[src/rtl/wb_daq_pkg.sv]
// Shared DAQ channel constants and a small index-width helper.
package wb_daq_pkg;
  localparam int DAQ_DW         = 32;
  localparam int DAQ_ADC_DW     = 8;
  localparam int DAQ_LANES      = DAQ_DW / DAQ_ADC_DW;
  localparam int DAQ_FIFO_DEPTH = 4;

  // Width of an index over n items; never below one bit.
  function automatic int idx_w(input int n);
    return (n > 1) ? $clog2(n) : 1;
  endfunction

  localparam int DAQ_LANE_W = idx_w(DAQ_LANES);
endpackage

[src/rtl/wb_daq_sync_fifo.sv]
// Single-clock FIFO; head shown combinationally (0 when empty), count-based full/empty.
// Push while full is accepted only if a pop happens in the same cycle, otherwise dropped.
module wb_daq_sync_fifo
  import wb_daq_pkg::*;
#(
  parameter int width = DAQ_DW,
  parameter int depth = DAQ_FIFO_DEPTH
) (
  input  logic                    clk,
  input  logic                    rst,
  input  logic                    push,
  input  logic                    pop,
  input  logic [width-1:0]        din,
  output logic [width-1:0]        dout,
  output logic                    full,
  output logic                    empty,
  output logic [$clog2(depth):0]  count
);
  localparam int aw = idx_w(depth);
  localparam int cw = $clog2(depth) + 1;

  logic [width-1:0] mem [depth];
  logic [aw-1:0]    wr_ptr;
  logic [aw-1:0]    rd_ptr;
  logic             do_push;
  logic             do_pop;

  assign empty   = (count == '0);
  assign full    = (count == cw'(depth));
  assign do_pop  = pop && !empty;
  assign do_push = push && (!full || do_pop);
  assign dout    = empty ? '0 : mem[rd_ptr];

  always_ff @(posedge clk) begin
    if (rst) begin
      wr_ptr <= '0;
      rd_ptr <= '0;
      count  <= '0;
      for (int i = 0; i < depth; i++) mem[i] <= '0;
    end else begin
      if (do_push) begin
        mem[wr_ptr] <= din;
        wr_ptr      <= wr_ptr + 1'b1;
      end
      if (do_pop) rd_ptr <= rd_ptr + 1'b1;
      case ({do_push, do_pop})
        2'b10:   count <= count + 1'b1;
        2'b01:   count <= count - 1'b1;
        default: count <= count;
      endcase
    end
  end
endmodule

[src/rtl/wb_daq_sample_packer.sv]
// Packs ADC samples little-endian into dw-bit words queued for the bus master; word visible 1 cycle after completion.
// Full FIFO with no pop drops the word and sets sticky overflow. Optional flush port: WB_DAQ_PACKER_FLUSH_EN.
module wb_daq_sample_packer
  import wb_daq_pkg::*;
#(
  parameter int dw         = DAQ_DW,
  parameter int adc_dw     = DAQ_ADC_DW,
  parameter int fifo_depth = DAQ_FIFO_DEPTH
) (
  input  logic                         wb_clk,
  input  logic                         wb_rst,
  input  logic                         enable,
  input  logic                         sample_valid,
  input  logic [adc_dw-1:0]            sample_data,
  input  logic                         data_ack,
  input  logic                         clear_overflow,
`ifdef WB_DAQ_PACKER_FLUSH_EN
  input  logic                         flush,
`endif
  output logic [dw-1:0]                data_out,
  output logic                         start_sram,
  output logic [$clog2(fifo_depth):0]  fill_level,
  output logic                         overflow
);
  localparam int n  = dw / adc_dw;
  localparam int lw = idx_w(n);

  logic [lw-1:0] lane;
  logic [lw-1:0] lane_nxt;
  logic [dw-1:0] partial;
  logic [dw-1:0] partial_nxt;
  logic [dw-1:0] push_word;
  logic          push_req;
  logic          flush_req;
  logic          full;
  logic          empty;
  logic          drop;
  int            filled;

`ifdef WB_DAQ_PACKER_FLUSH_EN
  assign flush_req = flush;
`else
  assign flush_req = 1'b0;
`endif

  always_comb begin
    lane_nxt    = lane;
    partial_nxt = partial;
    push_word   = partial;
    push_req    = 1'b0;
    filled      = 0;
    if (!enable) begin
      lane_nxt    = '0;
      partial_nxt = '0;
    end else begin
      if (sample_valid) partial_nxt[int'(lane)*adc_dw +: adc_dw] = sample_data;
      filled = int'(lane) + (sample_valid ? 1 : 0);
      if (sample_valid && lane == lw'(n-1)) begin
        push_req  = 1'b1;
        push_word = partial_nxt;
        lane_nxt  = '0;
      end else if (flush_req && filled != 0) begin
        // Flushed word carries only the lanes written so far.
        push_req = 1'b1;
        lane_nxt = '0;
        for (int i = 0; i < n; i++)
          push_word[i*adc_dw +: adc_dw] = (i < filled) ? partial_nxt[i*adc_dw +: adc_dw] : '0;
      end else if (sample_valid) begin
        lane_nxt = lane + 1'b1;
      end
    end
  end

  always_ff @(posedge wb_clk) begin
    if (wb_rst) begin
      lane    <= '0;
      partial <= '0;
    end else begin
      lane    <= lane_nxt;
      partial <= partial_nxt;
    end
  end

  // A full FIFO is never empty, so data_ack alone tells whether a slot frees up.
  assign drop = push_req && full && !data_ack;

  always_ff @(posedge wb_clk) begin
    if (wb_rst)              overflow <= 1'b0;
    else if (drop)           overflow <= 1'b1;
    else if (clear_overflow) overflow <= 1'b0;
  end

  wb_daq_sync_fifo #(
    .width (dw),
    .depth (fifo_depth)
  ) u_fifo (
    .clk   (wb_clk),
    .rst   (wb_rst),
    .push  (push_req),
    .pop   (data_ack),
    .din   (push_word),
    .dout  (data_out),
    .full  (full),
    .empty (empty),
    .count (fill_level)
  );

  assign start_sram = !empty;
endmodule
[config.mk]
export PLATFORM = sky130hd
export DESIGN_NAME = wb_daq_sample_packer
export DESIGN_NICKNAME = d
export VERILOG_FILES = /design/src/rtl/wb_daq_pkg.sv /design/src/rtl/wb_daq_sync_fifo.sv /design/src/rtl/wb_daq_sample_packer.sv
export SDC_FILE = /design/constraint.sdc
export NUM_CORES = 1
export LEC_CHECK = 0
export ABC_AREA = 1
export CAP_MARGIN = 20
export CORE_MARGIN = 5
export CORE_UTILIZATION = 40
export DETAILED_ROUTE_END_ITERATION = 16
export GPL_TIMING_DRIVEN = 0
export PLACE_DENSITY_LB_ADDON = 0.12
export SLEW_MARGIN = 10
export SYNTH_ARGS = -nofsm -noshare
export SYNTH_HDL_FRONTEND = slang
export SYNTH_SLANG_ARGS = --single-unit
[constraint.sdc]
create_clock -name wb_clk -period 3.7 [get_ports wb_clk]
set_input_delay 0.555 -clock wb_clk [delete_from_list [all_inputs] [get_ports wb_clk]]
set_output_delay 0.555 -clock wb_clk [all_outputs]
set_load 0.02 [all_outputs]
# Yosys cells after proc, flatten, opt, wreduce, memory -nomap -nowiden
# Memories as Yosys holds them, arrays and structs flattened. A register that Yosys moved wholly into a read port is not among the register bits.
# Index checks and enable logic that the tools add are counted.
[totals]
ff_bits = 42
latch_bits = 0
ram_bits = 128
romBits = 0
input_bits = 14
output_inout_bits = 37
elab_cells = 55
mem_count = 1
[classes]
n_addsub = 6
multipliers = 0
n_div = 0
magnitude_cmp = 0
n_eq_ne = 4
n_shift = 2
mux = 20
bitwise = 1
reduce_logical = 15
[mem_list]
columns = ["memory", "depth", "width", "read_ports", "rd_clocked_by_memory_dff", "write_ports", "line_no", "rtl"]
rows = [
  ["u_fifo.mem", 4, 32, 1, 1, 4, "wb_daq_sync_fifo.sv:22", "logic [width-1:0] mem [depth];"],
]
[ops]
columns = ["cell", "count"]
rows = [
  ["$mux 32", 5],
  ["$neg 5->33", 1],
  ["$shift 8x33->32 const A", 1],
  ["$shiftx 8x33->32", 1],
  ["$bwmux 32", 1],
  ["$reduce_or 32->1", 1],
  ["$mux 1", 10],
  ["$add 2x1->2 const B", 3],
  ["$mux 2", 3],
  ["$pmux 3 s2", 1],
  ["$logic_and 1x1->1", 5],
  ["$eq 2x2->1 const B", 2],
  ["$reduce_bool 2->1", 2],
  ["$add 3x1->3 const B", 1],
  ["$eq 3x3->1 const B", 1],
  ["$logic_not 1->1", 3],
  ["$logic_not 3->1", 1],
  ["$reduce_or 3->1", 1],
  ["$sub 3x1->3 const B", 1],
  ["$eq 2x1->1 const B", 1],
  ["$reduce_or 2->1", 1],
  ["$logic_or 1x1->1", 1],
  ["$not 1->1", 1],
]

# Depth between registers and ports, before layout
[logic_depth]
depth_word = 10
mapped_depth = 11
ltp_nobuf = 11

# Cells and area by module
# A second synthesis with hierarchy kept.
[unflattened]
cells_unflattened = 980
hier_area_um2 = 8351.8
[modules_own_cells]
columns = ["module", "instances", "cells_per_inst", "area_each_um2", "seq_area_each_um2"]
rows = [
  ["wb_daq_sync_fifo", 1, 646, 6311.1, 4023.9],
  ["wb_daq_sample_packer", 1, 334, 2040.7, 700.7],
]

# Worst setup path after synthesis
# No wires, ideal clock.
[synth_timing]
kind = "input port to flip-flop"
start = "input sample_valid"
end = "memory u_fifo.mem[3][0] (netlist name), enable pin"
setup_time_ns = 0.466
arrival_time_ns = 3.429
required_ns = 3.234
path_slack_ns = -0.194
cell_stages = 7
path_buffers = 1
cell_sequence = "buf_4 -> nand3_2 -> clkinv_2 -> nand2_2 -> inv_1 -> nand2_1 -> o21ai_0"
[synth_rtl]
columns = ["item", "line_no", "rtl"]
rows = [
  ["start: declaration", "wb_daq_sample_packer.sv:13", "input logic sample_valid,"],
  ["end: declaration", "wb_daq_sync_fifo.sv:22", ""],
]

==> flow_summary.json <==
{
  "status": "finished, final reports clean",
  "area_growth_pct": 19.6,
  "die_area_sq_um": 22400,
  "cts_tree": "yes",
  "layout_common_cells": "nor2_1, edfxtp_1, o21ai_0, nand2_1, inv_1",
  "max_freq_mhz": 287,
  "clock_skew_ps": 7.39,
  "nNetsFinal": 964,
  "grt_pass1_vias": 5816,
  "hold_path_end": "lane[1]",
  "firstDrtPassIters": 5,
  "fin_crit_ps": 3490,
  "path_common_cell": "clkbuf_1",
  "path_class": "reg2out",
  "synth-async-reset-ratio": 0,
  "hold_depth": 3,
  "clk_latency_ps": 440,
  "maxSlewHeadroom": 0.469,
  "power.density_nw_per_um2": 600,
  "antenna_left": 0,
  "cpPeakStageDelay_ps": 670,
  "finalNonFillerCells": 1222,
  "grt_pass1_wl_mm": 32.6,
  "clock_sinks": 172,
  "via_per_inst": 4.82,
  "seq_area_frac_synth": 0.607,
  "end_kind": "output port",
  "tightest_slew_ps": 794,
  "grt_max_degree": 28,
  "path_max_fanout": 10,
  "htreeDepth": 4,
  "track_usage": 0.194,
  "hold_slack_ps": 458,
  "required_ps": 3140,
  "synth-seq-cells": 172,
  "clock-root-buffer": "clkbuf_16",
  "final_util": 0.482,
  "timing.rr.end": "u_fifo.mem[1][12]",
  "antenna_found_initial": 0,
  "timing.final.ws_setup_ps": 210,
  "cts_resized": 0,
  "vias": 5893,
  "synth_nets": 892,
  "port_buffers": 49,
  "gr-total-overflow": 0,
  "row_count": 51,
  "cp.arrival_ps": 2940,
  "dpl_cell_area_sq_um": 8730,
  "cap_violations": 0,
  "final_common_cell": "nor2_1",
  "dieHeight_um": 150,
  "hold_viol_final": 0,
  "gp_congestion": 0.802,
  "clkTransAtPathRegs_ps": 70,
  "power_leakage_nw": 3.46,
  "ff2ff_setup_slack_ps": 1080,
  "final_area_sq_um": 9310,
  "cts_setup_buffers": 0,
  "rsz0062_at_grt": "false",
  "ys.flop_type": "edfxtp_1",
  "r2r-start": "lane[0]",
  "drive_above_1_share": 0.0742,
  "period_share": 0.943,
  "setup_viol": 0,
  "dpl.hpwl_mm": 14.4,
  "start_util": 0.403,
  "rr_worst_depth": 9,
  "core-area_sq_um": 19300,
  "antennaDiodeCount": 0,
  "synth_edf_count": 128,
  "syn-instance-count": 872,
  "drt_wl_total_mm": 20.8,
  "synth_area_per_cell_sq_um": 8.93,
  "fin_setup_tns_ps": 0,
  "post-place-ws_ps": 579,
  "numCtsBuffers": 17,
  "dieWidth_um": 150,
  "first_iter_violations": 401,
  "ios": 51,
  "place_inst": 1190,
  "synth_warnings": 0,
  "clock_path_buffers": 2,
  "cpMaxStageDelayCell": "clkdlybuf4s50_1",
  "hold_path_startpoint": "sample_valid",
  "drc_errors": 0,
  "drv_slew": 0,
  "hp-class": "in2reg",
  "syn_area_sq_um": 7780,
  "synth_cell_type_count": 29,
  "postCtsHoldBufs": 0,
  "ir_worst_vdd_v": 0.000328,
  "power_mw": 5.59,
  "path_cells": "clkbuf_1 -> inv_1 -> clkbuf_1 -> nor2_1 -> o21ai_0 -> a21oi_1 -> clkdlybuf4s50_1",
  "routed_wire_length_per_instance_um": 17.0,
  "critical_path.startpoint_type": "flip-flop"
}
metal layers:
metal | part of all wire | up-vias | global-route usage
met1 | 0.47 | 2768 | 0.265
met4 | 0.015 | 0 | 0.0609
li1 | - | 2969 | -
met3 | 0.042 | 19 | 0.0324
met5 | 0 | - | 0
met2 | 0.48 | 137 | 0.319
flip-flops by register name (all words and copies together) (netlist names), named ones only:
signal         count
lane               2
overflow           1
partial           32
u_fifo.count       3
u_fifo.mem       128
u_fifo.rd_ptr      2
u_fifo.wr_ptr      2
power by group:
| part | total [mW] | internal [mW] | switching [mW] |
|---|---|---|---|
| combinational | 1.62 | 0.572 | 1.04 |
| sequential | 2.17 | 2.14 | 0.0298 |
| clock | 1.80 | 1.00 | 0.800 |
Yosys cell counts, types with 2 or more instances:
cell / count / share of area
dfxtp_1: 44 / 0.11
nor2_1: 261 / 0.13
nand2_1: 105 / 0.051
nand3_2: 3 / 0.0039
inv_1: 93 / 0.045
buf_4: 4 / 0.0039
nand2_4: 2 / 0.0029
a21oi_1: 39 / 0.025
nor2_4: 2 / 0.0029
clkbuf_1: 18 / 0.0087
nand2_2: 3 / 0.0024
ha_1: 5 / 0.0080
nand4_1: 5 / 0.0040
edfxtp_1: 128 / 0.49
buf_1: 7 / 0.0034
nor3_2: 2 / 0.0026
o21ai_0: 104 / 0.067
buf_6: 6 / 0.0087
buf_2: 6 / 0.0039
nor3_1: 7 / 0.0045
nand3_1: 20 / 0.013
area by class of cell:
type,instances,area [sq um]
inverters,96,362
well taps,265,332
multi-input cells,563,2500
repair buffers,53,593
clock inverters,15,160
flip-flops and latches,172,4720
clock buffers,17,425
fillers,1856,10000
plain buffers,41,221
kinds of logic after synthesis:
group,Yosys count,share of synthesized area
AOI/OAI and AO/OA,146,0.0943
adders and majority gates,6,0.0106
buffers and inverters,137,0.0749
DFF,172,0.607
and+or+nand+nor,411,0.213
critical path, delay by kind of cell (launching register included):
family / cells / cell delay [ps]
AND/OR/NAND/NOR: 1 / 180
buffers and inverters: 4 / 1610
flip-flops: 1 / 310
AO/OA/AOI/OAI: 2 / 390
worst max path at each step:
stage / from / to / slack (ps) / depth (start not counted)
finish: flip-flop / data_out[1] / 210 / 7
global route: flip-flop / data_out[1] / 80 / 7
CTS: flip-flop / data_out[1] / 160 / 7
detailed placement: enable / u_fifo.mem[1][8] / 580 / 9
global placement: enable / u_fifo.mem[3][13] / -1380 / 7
floorplan: sample_valid / u_fifo.mem[3][0] / 670 / 7
(Power assumes the default switching activity.)
